**src/rtl/ysyx_22050854_pc_gen.sv**
```systemverilog
`default_nettype none
// ============================================================================
// Module   : ysyx_22050854_pc_gen
// Function : Program-counter generator. Offers PC to fetch, waits for execute
//            to resolve the instruction, then selects next PC (seq/branch/jal/
//            jalr/trap). Optional macro PC_GEN_MISALIGN_CHK_EN halts on a
//            misaligned taken target.
// Revision : 1.0  initial release
// ============================================================================
module ysyx_22050854_pc_gen #(
   parameter int              PC_W      = 32,
   parameter int              XLEN      = 64,
   parameter logic [PC_W-1:0] RESET_VEC = PC_W'(32'h8000_0000),
   parameter int              ILEN      = 4
) (
   input  logic            clk,
   input  logic            rst,
   input  logic            ex_valid,
   input  logic [2:0]      branch,
   input  logic            no_branch,
   input  logic            zero,
   input  logic            less,
   input  logic [XLEN-1:0] src1,
   input  logic [XLEN-1:0] imm,
   input  logic            trap_valid,
   input  logic [PC_W-1:0] trap_vec,
   input  logic            fetch_ready,
   output logic [PC_W-1:0] pc,
   output logic            pc_valid,
   output logic [PC_W-1:0] next_pc,
   output logic            illegal,
   output logic            halted,
   output logic            misalign
);

   localparam logic [1:0] S_BOOT    = 2'd0;
   localparam logic [1:0] S_ISSUE   = 2'd1;
   localparam logic [1:0] S_WAIT_EX = 2'd2;
   localparam logic [1:0] S_HALT    = 2'd3;

   logic [1:0]      r_state;
   logic [1:0]      w_state_nxt;
   logic [PC_W-1:0] r_pc;
   logic            r_illegal;

   logic [PC_W-1:0] w_seq_pc;
   logic [PC_W-1:0] w_br_pc;
   logic [PC_W-1:0] w_jalr_pc;
   logic [PC_W-1:0] w_target;
   logic            w_taken;
   logic            w_illegal_enc;
   logic            w_misalign_hit;
   logic            w_trap;
   logic            w_resolve;
   logic            w_stop;

   // Only the low PC_W bits of the operands participate in address math.
   generate
      if (XLEN > PC_W) begin : g_hi_unused
         logic unused_hi;
         assign unused_hi = ^{src1[XLEN-1:PC_W], imm[XLEN-1:PC_W]};
      end
   endgenerate

   assign w_seq_pc  = r_pc + PC_W'(ILEN);
   assign w_br_pc   = r_pc + imm[PC_W-1:0];
   assign w_jalr_pc = (src1[PC_W-1:0] + imm[PC_W-1:0]) & ~PC_W'(1);

   always_comb begin
      w_taken  = 1'b0;
      w_target = w_br_pc;
      case (branch)
         3'b001:  w_taken = 1'b1;
         3'b010: begin
            w_taken  = 1'b1;
            w_target = w_jalr_pc;
         end
         3'b100:  w_taken = zero;
         3'b101:  w_taken = ~zero;
         3'b110:  w_taken = less;
         3'b111:  w_taken = ~less;
         default: w_taken = 1'b0;
      endcase
   end

   assign w_illegal_enc = (branch == 3'b011) || ((branch == 3'b000) && !no_branch);
   assign next_pc       = w_illegal_enc ? r_pc : (w_taken ? w_target : w_seq_pc);

`ifdef PC_GEN_MISALIGN_CHK_EN
   assign w_misalign_hit = w_taken && (w_target[1:0] != 2'b00);
`else
   assign w_misalign_hit = 1'b0;
`endif

   // Trap outranks everything except the boot cycle.
   assign w_trap    = trap_valid && (r_state != S_BOOT);
   assign w_resolve = ex_valid && (r_state == S_WAIT_EX) && !w_trap;
   assign w_stop    = w_illegal_enc || w_misalign_hit;

   always_ff @(posedge clk or posedge rst) begin
      if (rst) r_state <= S_BOOT;
      else     r_state <= w_state_nxt;
   end

   always_comb begin
      w_state_nxt = r_state;
      if (w_trap) begin
         w_state_nxt = S_ISSUE;
      end else begin
         case (r_state)
            S_BOOT:    w_state_nxt = S_ISSUE;
            S_ISSUE:   if (fetch_ready) w_state_nxt = S_WAIT_EX;
            S_WAIT_EX: if (ex_valid)    w_state_nxt = w_stop ? S_HALT : S_ISSUE;
            default:   w_state_nxt = S_HALT;
         endcase
      end
   end

   always_comb begin
      pc_valid = 1'b0;
      halted   = 1'b0;
      case (r_state)
         S_ISSUE: pc_valid = 1'b1;
         S_HALT:  halted   = 1'b1;
         default: ;
      endcase
   end

   always_ff @(posedge clk or posedge rst) begin
      if (rst) begin
         r_pc      <= RESET_VEC;
         r_illegal <= 1'b0;
      end else begin
         r_illegal <= w_resolve && w_illegal_enc;
         if (w_trap)
            r_pc <= trap_vec;
         else if (w_resolve && !w_stop)
            r_pc <= next_pc;
      end
   end

`ifdef PC_GEN_MISALIGN_CHK_EN
   logic r_misalign;
   always_ff @(posedge clk or posedge rst) begin
      if (rst) r_misalign <= 1'b0;
      else     r_misalign <= w_resolve && !w_illegal_enc && w_misalign_hit;
   end
   assign misalign = r_misalign;
`else
   assign misalign = 1'b0;
`endif

   assign pc      = r_pc;
   assign illegal = r_illegal;

endmodule
`default_nettype wire
```
**config.mk**
```make
export PLATFORM = sky130hd
export DESIGN_NAME = ysyx_22050854_pc_gen
export DESIGN_NICKNAME = d
export VERILOG_FILES = /design/src/rtl/ysyx_22050854_pc_gen.sv
export SDC_FILE = /design/constraint.sdc
export NUM_CORES = 1
export LEC_CHECK = 0
export ABC_AREA = 1
export BUFFER_PORTS_ARGS = -buffer_cell sky130_fd_sc_hd__buf_2
export CAP_MARGIN = 20
export CORE_ASPECT_RATIO = 1.2
export CORE_MARGIN = 4
export CORE_UTILIZATION = 55
export DETAILED_ROUTE_END_ITERATION = 10
export PLACE_DENSITY = 0.87
export SYNTH_ARGS = -nofsm -noshare
export SYNTH_HDL_FRONTEND = slang
export SYNTH_SLANG_ARGS = --single-unit
```
**constraint.sdc**
```tcl
create_clock -name clk -period 2.88 [get_ports clk]
set_input_delay 0.144 -clock clk [delete_from_list [all_inputs] [get_ports clk]]
set_output_delay 0.144 -clock clk [all_outputs]
set_load 0.01 [all_outputs]
```
==> impl_results.md <==
- Status: finished clean
- Final instance area: 9743 sq um
- Post-DP HPWL: roughly 23 mm
- Placed Cells: roughly 2000
- Most frequent cells in the layout: nand2_1 (674), inv_1 (301), buf_2 (173)
- Mapped Nets: approximately 1900
- Asr flop ratio synth: 100.0%
- Flop pwr share: 16.9%
- Most common cell after layout, fill and taps aside: nand2_1
- Io pins: roughly 240
- Core footprint: 14470 sq um
- Yosys reg bits: 35
- R2R Path Start: pc[3]$_DFFE_PP0P_
- Yosys warns: 0
- Peak supply drop: 0.0004623 V
- DIE HEIGHT: ~140 um
- Dpl cell area: 9319 sq um
- H-Tree Depth: 2
- Ys flop type: dfrtp_1
- Clock power frac: 13.7%
- Total power: roughly 4.8 mW
- Power Density: around 500 nW/um^2
- CTS max path bufs: 2
- Slew headroom: 48.42%
- Syn_area_per_cell: 5.072 sq um
- CTS tree: done
- Root Buffer: clkbuf_16
- Crit. End Element: output port
- Via count: 10679
- Drt pass-1 iters: 5
- Achievable clock frequency: roughly 0.36 GHz
- Setup Viol. Count Final: 0
- EDFF count, synth: 0
- TritonCTS Buffers: 5
- Hold Path Class: in2reg
- GR Overflow Total: 0
- Crit path launch type: register
- Worst clock skew: ~0.0040 ns
- Buffers added on ports: between 150 and 200
- Critical Path AT: ~2.6 ns
- Number of library cell types mapped by synthesis: 46
- Share of the yosys chip area belonging to registers: a little over a tenth
- Largest net degree at the start of global routing: 45
- Vias in the first global route: 9681
- R2R Setup Slk: 0.52 ns
- Combinational share of power: a little over two thirds
- P&R area growth vs syn: 18.94%
- Starting Density: a little under three fifths
- Final period utilization: between 90% and 100%
- Die area: approximately 17000 sq um
- Layout cell share with drive strength beyond 1: roughly 15%
- Max-slew violation count: 0
- Hold worst-path end: pc[9]$_DFFE_PP0P_
- Drt drc: 0
- Row Count: between 40 and 50
- Setup CP Type: reg2out
- Sw power: 2.586 mW
- Slew at the pin closest to its max-slew limit: slightly below 0.8 ns
- HP Start: trap_vec[9]
- Nets@finish: ~2000
- Mapped Area: just over 8000 sq um
- Synthesized instance count: 1615
- Internal power: 2.264 mW
- Switching share of power: 53.32%
- Worst reg2reg path depth: 15
- Starting DRT DRC Count: 822
- Pleak: about 5.9 nW
- Detailed-route wire length per cell: between 10 and 15 um
- WHS Path Cells: 3
- Max FO, Critical Path: 7
- Routed WL: 29.22 mm
- Hold_ws: between 0.07 and 0.08 ns
- Clock latency on the worst-skew pair: around 0.29 ns
- Fin. Hold Viols: 0
- GPL Wtd Cong: between 0.9 and 1
- Fin crit period: 2.759 ns
- CTS clk-pin slew, worst paths: about 0.060 ns
- Total track usage: 32.80%
- Vias per cell: between 5 and 6
- N_diodes: 0
- Initial antenna violation count: 0
- Crit path required time: roughly 2.7 ns
- CTS Sinks: 35
- Die width: around 120 um
- First-pass GRT wire length: about 45 mm
- Detail Route Antenna Nets: 0
- Max_cap viols: 0
- Worst R2R End: pc[9]$_DFFE_PP0P_
- Finished Layout Cells: roughly 2000
==> worst max-delay path by stage <==
stage / slack (ns) / cells past startpoint / end / from
after floorplan: 0.62 / 13 / next_pc[28] / pc[0]$_DFFE_PP0P_
after global placement: 0.33 / 14 / next_pc[20] / pc[0]$_DFFE_PP0P_
after detailed placement: 0.27 / 14 / next_pc[20] / pc[0]$_DFFE_PP0P_
after CTS: 0.01 / 14 / next_pc[23] / pc[2]$_DFFE_PP0P_
after global routing: -0.04 / 15 / next_pc[25] / pc[3]$_DFFE_PP0P_
final: 0.12 / 13 / next_pc[30] / pc[10]$_DFFE_PP0P_
==> sequential cells by signal, summed over array words and instances (netlist names) <==
signal and cells:
illegal 1, pc 32, r_state 2
==> per-stage QoR <==
step                      setup TNS, ns  util (%)  setup WS (ns)
final                                 0     67.32         0.1206
after global routing            -0.1515     67.32       -0.04169
after CTS                             0     65.67        0.01234
after detailed placement              0     64.38         0.2724
after global placement                0     64.38         0.3305
after floorplan                       0         -         0.6154
==> timing repair <==
item | in CTS | in global routing
pin swaps | 0 | 3
setup buffers | 0 | 1
endpoints found under the hold margin | 34 | 0
gates cloned | 0 | 0
endpoints found under the setup margin | 1 | 23
hold buffers | 1 | 0
gates resized for setup | 1 | 55
==> power by group through the flow <==
stage	clock network, mW	registers (mW)	logic [mW]
4_1_cts	0.663	0.784	3.16
5_1_grt	0.675	0.832	3.75
3_5_place_dp	0	0.792	3.13
3_3_place_gp	0	0.786	3.08
6_report	0.665	0.818	3.37
2_1_floorplan	0	0.793	2.13
==> worst max-delay path: stages (launching register included) <==
cell,delay (ns)
dfrtp_2,0.46
ha_1,0.39
nand2_1,0.16
nor2_2,0.18
and2_1,0.14
nand2_1,0.05
nand2_1,0.17
nand2_1,0.11
nand3_1,0.08
nand3_1,0.07
nand2_1,0.10
nand2_1,0.07
a21boi_0,0.18
buf_2,0.16
==> synthesized netlist by cell type, types with 2 or more instances <==
library cell / instances / area share (%)
nand2_1: 677 / 31
inv_1: 301 / 14
nand3_1: 131 / 8.0
nor2_1: 111 / 5.1
a21oi_1: 84 / 5.1
ha_1: 62 / 9.5
dfrtp_1: 34 / 10
o21ai_0: 32 / 2.0
xor2_1: 26 / 2.8
o21ai_1: 23 / 1.4
nor3_1: 15 / 0.92
a21boi_0: 14 / 1.3
nand4_1: 14 / 1.1
buf_2: 10 / 0.61
clkbuf_1: 10 / 0.46
nand3b_1: 7 / 0.64
inv_2: 6 / 0.27
o211ai_1: 6 / 0.55
and2_1: 5 / 0.38
o21bai_1: 5 / 0.46
a21boi_1: 4 / 0.37
buf_1: 3 / 0.14
nand2_2: 3 / 0.23
nor2_2: 3 / 0.23
or2_2: 3 / 0.23
xnor2_1: 3 / 0.32
a31oi_1: 2 / 0.15
fa_1: 2 / 0.49
nor3_2: 2 / 0.24
==> cell families (layout without fill, tap and decap cells) <==
group	count (synthesis)	after routing	share of synthesized area [%]
buffers and inverters	333	506	15.55
other	1	1	0.04578
XOR/XNOR	29	29	3.101
AND/OR/NAND/NOR	975	975	48.47
adder cells (fa/ha/maj)	64	64	9.959
AO/OA/AOI/OAI	178	178	12.17
flip-flops	35	35	10.71
==> layer usage <==
metal  routed length (um)  vias to the layer above  global-route usage (%)
met3                 2430                       92                   2.392
met4                 1116                        0                   12.00
met5                    0                        -                       0
li1                     -                     5344                       -
met2                13960                      533                   57.90
met1                11720                     4710                   41.97
==> cell type report <==
type	instances	area [sq um]
Multi-Input combinational cell	1247	6266
Fill cell	1397	4731
Inverter	308	1156
Timing Repair Buffer	190	1008
Sequential cell	35	888.4
Tap cell	200	250.2
Clock buffer	6	138.9
Clock inverter	2	35.03
Power figures use the tool's default switching activity.
